===== src/rtl/srl_shift_sweep_ctrl_pkg.sv =====
// Shared types and helpers for the SRL shift/sweep test controller.
package srl_test_pkg;

   typedef enum logic [2:0] {
      ST_IDLE,
      ST_SHIFT,
      ST_SWEEP,
      ST_DRAIN,
      ST_FIN
   } state_t;

   localparam int unsigned DEF_DEPTH = 32;
   localparam int unsigned DEF_AW    = 5;
   localparam int unsigned MAX_LANES = 32;

   function automatic int unsigned popcount(input logic [MAX_LANES-1:0] v);
      int unsigned n;
      n = 0;
      for (int unsigned i = 0; i < MAX_LANES; i++) begin
         n = n + {31'b0, v[i]};
      end
      return n;
   endfunction

endpackage


===== src/rtl/srl_shift_sweep_ctrl_if.sv =====
// Request/result and SRL-bank signals of the shift/sweep controller.
interface srl_shift_sweep_ctrl_if
   import srl_test_pkg::*;
#(
   parameter int unsigned NLANES = 4,
   parameter int unsigned DEPTH  = DEF_DEPTH,
   parameter int unsigned AW     = DEF_AW,
   parameter int unsigned ECW    = 8
) ();

   logic              start;
   logic [DEPTH-1:0]  pattern;
   logic              srl_ce;
   logic              srl_d;
   logic [AW-1:0]     srl_a;
   logic [NLANES-1:0] srl_q;
   logic              busy;
   logic              done;
   logic              pass;
   logic [ECW-1:0]    err_count;
   logic [NLANES-1:0] fail_lanes;
   logic [AW-1:0]     first_fail_addr;

   modport slave (
      input  start, pattern, srl_q,
      output srl_ce, srl_d, srl_a, busy, done, pass,
             err_count, fail_lanes, first_fail_addr
   );

   modport master (
      output start, pattern, srl_q,
      input  srl_ce, srl_d, srl_a, busy, done, pass,
             err_count, fail_lanes, first_fail_addr
   );

endinterface


===== src/rtl/srl_shift_sweep_ctrl_rd_pipe.sv =====
// RD_LAT-deep {valid, addr} delay line matching the SRL read path latency.
module srl_rd_pipe #(
   parameter int unsigned RD_LAT = 1,
   parameter int unsigned AW     = 5
) (
   input  logic          clk,
   input  logic          rst_n,
   input  logic          in_valid,
   input  logic [AW-1:0] in_addr,
   output logic          out_valid,
   output logic [AW-1:0] out_addr
);

   logic          vld [RD_LAT];
   logic [AW-1:0] adr [RD_LAT];

   always_ff @(posedge clk or negedge rst_n) begin
      if (!rst_n) begin
         for (int unsigned i = 0; i < RD_LAT; i++) begin
            vld[i] <= 1'b0;
            adr[i] <= '0;
         end
      end else begin
         vld[0] <= in_valid;
         adr[0] <= in_addr;
         for (int unsigned i = 1; i < RD_LAT; i++) begin
            vld[i] <= vld[i-1];
            adr[i] <= adr[i-1];
         end
      end
   end

   assign out_valid = vld[RD_LAT-1];
   assign out_addr  = adr[RD_LAT-1];

endmodule


===== src/rtl/srl_shift_sweep_ctrl.sv =====
// Loads a pattern into a bank of SRLC32E lanes, sweeps every address and
// checks each lane's output against the pattern.
module srl_shift_sweep_ctrl
   import srl_test_pkg::*;
#(
   parameter int unsigned NLANES = 4,
   parameter int unsigned DEPTH  = DEF_DEPTH,
   parameter int unsigned AW     = DEF_AW,
   parameter int unsigned RD_LAT = 1,
   parameter int unsigned ECW    = 8
) (
   input logic                   clk,
   input logic                   rst_n,
   srl_shift_sweep_ctrl_if.slave bus
);

   state_t            state, state_d;
   logic [AW-1:0]     cnt, cnt_d;
   logic [DEPTH-1:0]  pat_q;
   logic              ce_q, ce_d, d_q, d_d;
   logic [AW-1:0]     a_q, a_d;
   logic              busy_q, busy_d, done_q, done_d, pass_q, pass_d;
   logic              push;
   logic              accept;
   logic              cmp_vld;
   logic [AW-1:0]     cmp_addr;
   logic [NLANES-1:0] mism;
   logic [ECW-1:0]    err_q;
   logic [NLANES-1:0] lanes_q;
   logic [AW-1:0]     ffa_q;

   assign accept = (state == ST_IDLE) && bus.start;

   always_ff @(posedge clk or negedge rst_n) begin
      if (!rst_n) begin
         state  <= ST_IDLE;
         cnt    <= '0;
         ce_q   <= 1'b0;
         d_q    <= 1'b0;
         a_q    <= '0;
         busy_q <= 1'b0;
         done_q <= 1'b0;
         pass_q <= 1'b0;
      end else begin
         state  <= state_d;
         cnt    <= cnt_d;
         ce_q   <= ce_d;
         d_q    <= d_d;
         a_q    <= a_d;
         busy_q <= busy_d;
         done_q <= done_d;
         pass_q <= pass_d;
      end
   end

   always_comb begin
      state_d = state;
      cnt_d   = cnt;
      ce_d    = 1'b0;
      d_d     = 1'b0;
      a_d     = '0;
      push    = 1'b0;
      busy_d  = busy_q;
      done_d  = 1'b0;
      pass_d  = pass_q;
      case (state)
         ST_IDLE: begin
            if (bus.start) begin
               state_d = ST_SHIFT;
               cnt_d   = '0;
               busy_d  = 1'b1;
               pass_d  = 1'b0;
            end
         end
         ST_SHIFT: begin
            // DEPTH == 2**AW, so ~cnt is DEPTH-1-cnt: MSB shifted in first
            ce_d  = 1'b1;
            d_d   = pat_q[~cnt];
            cnt_d = cnt + 1'b1;
            if (cnt == AW'(DEPTH - 1)) state_d = ST_SWEEP;
         end
         ST_SWEEP: begin
            a_d   = cnt;
            push  = 1'b1;
            cnt_d = cnt + 1'b1;
            if (cnt == AW'(DEPTH - 1)) state_d = ST_DRAIN;
         end
         ST_DRAIN: begin
            if (cmp_vld && cmp_addr == AW'(DEPTH - 1)) state_d = ST_FIN;
         end
         ST_FIN: begin
            done_d  = 1'b1;
            busy_d  = 1'b0;
            pass_d  = (err_q == '0);
            state_d = ST_IDLE;
         end
         default: state_d = ST_IDLE;
      endcase
   end

   always_ff @(posedge clk or negedge rst_n) begin
      if (!rst_n) pat_q <= '0;
      else if (accept) pat_q <= bus.pattern;
   end

   srl_rd_pipe #(
      .RD_LAT (RD_LAT),
      .AW     (AW)
   ) u_rd_pipe (
      .clk       (clk),
      .rst_n     (rst_n),
      .in_valid  (push),
      .in_addr   (a_d),
      .out_valid (cmp_vld),
      .out_addr  (cmp_addr)
   );

   always_comb begin
      mism = bus.srl_q ^ {NLANES{pat_q[cmp_addr]}};
   end

   // An empty fail mask means no earlier sample of this run has mismatched.
   always_ff @(posedge clk or negedge rst_n) begin
      if (!rst_n) begin
         err_q   <= '0;
         lanes_q <= '0;
         ffa_q   <= '0;
      end else if (accept) begin
         err_q   <= '0;
         lanes_q <= '0;
         ffa_q   <= '0;
      end else if (cmp_vld) begin
         err_q   <= err_q + ECW'(popcount(MAX_LANES'(mism)));
         lanes_q <= lanes_q | mism;
         if (mism != '0 && lanes_q == '0) ffa_q <= cmp_addr;
      end
   end

   assign bus.srl_ce          = ce_q;
   assign bus.srl_d           = d_q;
   assign bus.srl_a           = a_q;
   assign bus.busy            = busy_q;
   assign bus.done            = done_q;
   assign bus.pass            = pass_q;
   assign bus.err_count       = err_q;
   assign bus.fail_lanes      = lanes_q;
   assign bus.first_fail_addr = ffa_q;

endmodule


===== src/flat_wrapper.sv =====
// flat-port wrapper written by rule: the top's interface ports become plain ports
module srl_shift_sweep_ctrl_flat import srl_test_pkg::*;
#(
   parameter int unsigned NLANES = 4,
   parameter int unsigned DEPTH  = DEF_DEPTH,
   parameter int unsigned AW     = DEF_AW,
   parameter int unsigned RD_LAT = 1,
   parameter int unsigned ECW    = 8
)
  (clk, rst_n, bus_start, bus_pattern, bus_srl_q, bus_srl_ce, bus_srl_d, bus_srl_a, bus_busy, bus_done, bus_pass, bus_err_count, bus_fail_lanes, bus_first_fail_addr);
  srl_shift_sweep_ctrl_if #(.NLANES(NLANES), .DEPTH(DEPTH), .AW(AW), .ECW(ECW)) bus_i ();
  input logic clk;
  input logic rst_n;
  input wire logic [$bits(bus_i.start)-1:0] bus_start;
  input wire logic [$bits(bus_i.pattern)-1:0] bus_pattern;
  input wire logic [$bits(bus_i.srl_q)-1:0] bus_srl_q;
  output wire logic [$bits(bus_i.srl_ce)-1:0] bus_srl_ce;
  output wire logic [$bits(bus_i.srl_d)-1:0] bus_srl_d;
  output wire logic [$bits(bus_i.srl_a)-1:0] bus_srl_a;
  output wire logic [$bits(bus_i.busy)-1:0] bus_busy;
  output wire logic [$bits(bus_i.done)-1:0] bus_done;
  output wire logic [$bits(bus_i.pass)-1:0] bus_pass;
  output wire logic [$bits(bus_i.err_count)-1:0] bus_err_count;
  output wire logic [$bits(bus_i.fail_lanes)-1:0] bus_fail_lanes;
  output wire logic [$bits(bus_i.first_fail_addr)-1:0] bus_first_fail_addr;
  assign bus_i.start = bus_start;
  assign bus_i.pattern = bus_pattern;
  assign bus_i.srl_q = bus_srl_q;
  assign bus_srl_ce = bus_i.srl_ce;
  assign bus_srl_d = bus_i.srl_d;
  assign bus_srl_a = bus_i.srl_a;
  assign bus_busy = bus_i.busy;
  assign bus_done = bus_i.done;
  assign bus_pass = bus_i.pass;
  assign bus_err_count = bus_i.err_count;
  assign bus_fail_lanes = bus_i.fail_lanes;
  assign bus_first_fail_addr = bus_i.first_fail_addr;
  srl_shift_sweep_ctrl #(.NLANES(NLANES), .DEPTH(DEPTH), .AW(AW), .RD_LAT(RD_LAT), .ECW(ECW)) u_core (.clk(clk), .rst_n(rst_n), .bus(bus_i));
endmodule

===== config.mk =====
export PLATFORM = sky130hd
export DESIGN_NAME = srl_shift_sweep_ctrl_flat
export DESIGN_NICKNAME = d
export VERILOG_FILES = /design/src/rtl/srl_shift_sweep_ctrl_pkg.sv /design/src/rtl/srl_shift_sweep_ctrl_if.sv /design/src/rtl/srl_shift_sweep_ctrl_rd_pipe.sv /design/src/rtl/srl_shift_sweep_ctrl.sv /design/src/flat_wrapper.sv
export SDC_FILE = /design/constraint.sdc
export NUM_CORES = 1
export LEC_CHECK = 0
export ABC_AREA = 0
export CORE_UTILIZATION = 50
export DETAILED_ROUTE_END_ITERATION = 16
export GPL_TIMING_DRIVEN = 0
export PLACE_DENSITY = 0.76
export SYNTH_ARGS = -nofsm -noshare
export SYNTH_HDL_FRONTEND = slang
export SYNTH_HIERARCHICAL = 1
export SYNTH_SLANG_ARGS = --single-unit

===== constraint.sdc =====
create_clock -name clk -period 4.73 [get_ports clk]
set_input_delay 0.946 -clock clk [delete_from_list [all_inputs] [get_ports clk]]
set_output_delay 0.946 -clock clk [all_outputs]
set_load 0.02 [all_outputs]

==> impl_results.md <==
- Grt total ovfl: 0
- Vias in the first global route: 2991
- Die ar.: approximately 0.0080 mm^2
- Worst R2R Path Depth: 13
- Synth Area in Simple Gates: between 20% and 30%
- Hold Vio Cnt, Final: 0
- Hold buffers post-CTS: 0
- Post-detail-place hpwl: between 6 and 7 mm
- Number of nets with antenna violations after routing: 0
- Post-CTS setup buffer count: 0
- Crit path largest cell delay: 0.47 ns
- Worst path cell trace: clkbuf_1, mux4_2, and3b_4, a211oi_4, nor2_4, xnor2_1, fa_1, fa_1, inv_1, fa_1, nand4_1, or3_1, a21oi_1
- DRT Wirelength: between 8 and 9 mm
- Slowest stage cell, crit path: fa_1
- Vias: slightly above 3k
- Maximum vdd drop: approximately 0.26 mV
- Final std cells w/o fill: between 500 and 600
- Setup violators final: 0
- Gate Count Post-Synth: around 370
- Sequential area share after synthesis: between 40 and 50%
- Post-DR vias/cell: around 5.5
- Clk sinks: 73
- # rows: 31
- EDFF count, synth: 0
- Multiplexer area fraction after synthesis: between 10% and 20%
- HP Class: reg2reg
- PD cells: about 520 mW/mm^2
- H-tree level count: 3
- Status: complete, no violations
- Slew headroom: between 30% and 40%
- Initial core utilization: around 52%
- Max cap viols: 0
- Clk_lat worst skew: 0.34 ns
- Largest net degree at the start of global routing: 74
- Fin worst setup slack: between 0.6 and 0.7 ns
- Placed cell count: roughly 540
- DR WL/cell: around 16 um
- Synthesis-stage register bit count: 73
- Distinct cells, synth: 44
- Post-synthesis compound-gate area fraction: around a tenth
- WP data required: ~5 ns
- Async set-reset flop share out of synthesis: 100%
- Nets: slightly below 500
- Critical path type: reg2reg
- Critical Path AT: between 4 and 5 ns
- Most frequent cells in the layout: 110 x nand2_1, 73 x dfrtp_1, 64 x clkdlybuf4s50_1, 19 x clkbuf_1, 18 x nand3_1
- Largest family of logic cells by synthesized area: simple AND/OR/NAND/NOR gates
- Max Clk Rate: 244 MHz
- Number of I/O port buffers: 65
- Root Buffer Master: clkbuf_8
- Leak: just over 2 nW
- Main synth FF type: dfrtp_1
- Layout area overhead: 25.4%
- Fill cells: 594
- Cell repeated most along the worst path: fa_1
- Ant diodes: 0
- Iter 0 DRT Violations: 253
- CTS tree: done
- Post-CTS sizing: 0
- Syn. warnings: 6
- Reg-to-reg setup timing slack: around 0.63 ns
- Setup slack at placement: about 0.65 ns
- Placer congestion estimate: 0.855
- Layout cells sized above 1: around 10%
- Final worst-path cycle share: between 80 and 90%
- Initial antenna violation count: 0
- Ports: 66
- Startpoint Class: flop
- CP Capture Type: flop
- Worst-path fanout max: 10
- Adder-Cell Fraction of Synth Area: under 10%
- Final Max Slew Viols: 0
- CTS buffer count: 9
- Hold path cells: 2
- Die H: 89.3 um
- Core ar.: roughly 0.0073 mm^2
- XOR/XNOR Fraction of Synth Area: under 10%
- Final min period: between 4 and 5 ns
- Total track usage: 24.3%
- First-pass GRT wire length: about 14 mm
- Clock-pin slew of the registers on the worst-case setup and hold paths: about 0.07 ns
- CTS max path bufs: 2
- Syn Nets: roughly 420
- Residual DRC: 0
- Syn Area/Cell: ~10 um^2
- Clock Skew: around 0.007 ns
- Commonest non-fill, non-tap cell in the layout: nand2_1
- TritonRoute pass-1 iters: 4
- Die Width: between 80 and 90 um
- Final total negative setup slack: 0 ns
- Synthesized area: around 0.0038 mm^2
- Tightest Pin Transition: 0.952 ns
- RSZ-0062 raised after global routing: no
==> registers in the layout, indices dropped and copies added (netlist names) <==
signal                      flops
u_core/bus.busy                 1
u_core/bus.done                 1
u_core/bus.err_count            8
u_core/bus.fail_lanes           4
u_core/bus.first_fail_addr      5
u_core/bus.pass                 1
u_core/bus.srl_a                5
u_core/bus.srl_ce               1
u_core/bus.srl_d                1
u_core/cnt                      5
u_core/pat_q                   32
u_core/state                    3
u_core/u_rd_pipe/out_addr       5
u_core/u_rd_pipe/out_valid      1
==> synth_stat cells, types with 2 or more instances <==
| cell type | number | area, um^2 |
|---|---|---|
| a211o_1 | 5 | 43.8 |
| a211oi_1 | 3 | 22.5 |
| a211oi_4 | 2 | 40.0 |
| a21oi_1 | 3 | 15.0 |
| a22o_1 | 2 | 17.5 |
| and2_1 | 5 | 31.3 |
| and3_1 | 2 | 12.5 |
| buf_2 | 4 | 20.0 |
| buf_6 | 4 | 45.0 |
| clkbuf_1 | 16 | 60.1 |
| dfrtp_1 | 73 | 1830 |
| fa_1 | 3 | 60.1 |
| ha_1 | 3 | 37.5 |
| inv_1 | 7 | 26.3 |
| mux2i_1 | 11 | 110 |
| mux4_2 | 14 | 315 |
| nand2_1 | 110 | 413 |
| nand2b_1 | 2 | 12.5 |
| nand3_1 | 18 | 90.1 |
| nand3b_1 | 7 | 52.6 |
| nand4_1 | 4 | 25.0 |
| nor2_1 | 12 | 45.0 |
| nor2b_1 | 3 | 18.8 |
| nor3_1 | 2 | 10.0 |
| nor3b_1 | 2 | 15.0 |
| nor4_1 | 3 | 18.8 |
| nor4b_1 | 2 | 17.5 |
| o2111ai_1 | 9 | 78.8 |
| o211ai_1 | 10 | 75.1 |
| o21ai_0 | 3 | 15.0 |
| o221ai_1 | 2 | 17.5 |
| or2_2 | 2 | 12.5 |
| or3_1 | 3 | 18.8 |
| xnor2_1 | 4 | 35.0 |
| xor2_1 | 7 | 61.3 |
==> path summary, 6_finish.rpt <==
| path | startpoint | endpoint |
|---|---|---|
| max | u_core/u_rd_pipe/out_addr[1]$_DFF_PN0_ | u_core/bus.err_count[6]$_DFFE_PN0P_ |
| min | u_core/bus.pass$_DFFE_PN0P_ | u_core/bus.pass$_DFFE_PN0P_ |
| max reg2reg | u_core/u_rd_pipe/out_addr[1]$_DFF_PN0_ | u_core/bus.err_count[6]$_DFFE_PN0P_ |
| min reg2reg | u_core/bus.pass$_DFFE_PN0P_ | u_core/bus.pass$_DFFE_PN0P_ |
| max in group asynchronous | rst_n | u_core/bus.srl_d$_DFF_PN0_ |
| min in group asynchronous | rst_n | u_core/bus.fail_lanes[0]$_DFFE_PN0P_ |
==> power by group <==
group / switching (mW) / internal, mW
sequential: 0.170 / 0.813
combinational: 0.540 / 0.510
clock: 0.216 / 0.257
==> per-layer routing <==
metal	global-route usage [%]	share of wire [%]	vias to the layer above
met3	6.46	4.3	8
li1	-	-	1451
met5	0	0	-
met4	7.65	1.1	0
met2	39.8	50	83
met1	31.8	45	1486
==> final cells by class <==
type	count	area (um^2)	share of cell area (%)
well taps	99	124	2.59
multi-input cells	267	1840	38.5
clock buffers	13	149	3.12
flip-flops and latches	73	1830	38.2
repair buffers	65	648	13.6
clock inverters	3	40.0	0.838
plain buffers	24	125	2.62
inverters	7	26.3	0.550
==> through the flow <==
step                      utilization [%]  power, mW  hold WS, ns  area, um^2
final                                65.2       2.51        0.505        4780
after global routing                 65.2       2.70        0.541        4780
after CTS                            65.2       2.53        0.502        4780
after detailed placement             62.6       2.05        0.485        4590
after global placement               62.6       1.99        0.467        4590
after floorplan                         -       1.71        0.458        3810
==> worst max-delay path: cells and delay by family, from the launching register on <==
family,cells,cell delay [ns]
mux,1,0.40
fa+ha+maj,3,1.10
simple gates,4,0.85
flops,1,0.32
compound gates,2,0.60
xor+xnor,1,0.24
buf+inv,2,0.52
==> kinds of logic (layout without fill, tap and decap cells) <==
logic type / after synthesis / count (layout)
simple gates: 181 / 181
flops: 73 / 73
compound gates: 43 / 43
buf+inv: 31 / 112
mux: 26 / 26
xor+xnor: 11 / 11
fa+ha+maj: 6 / 6
Note: power is estimated with default switching activity, not from simulation.
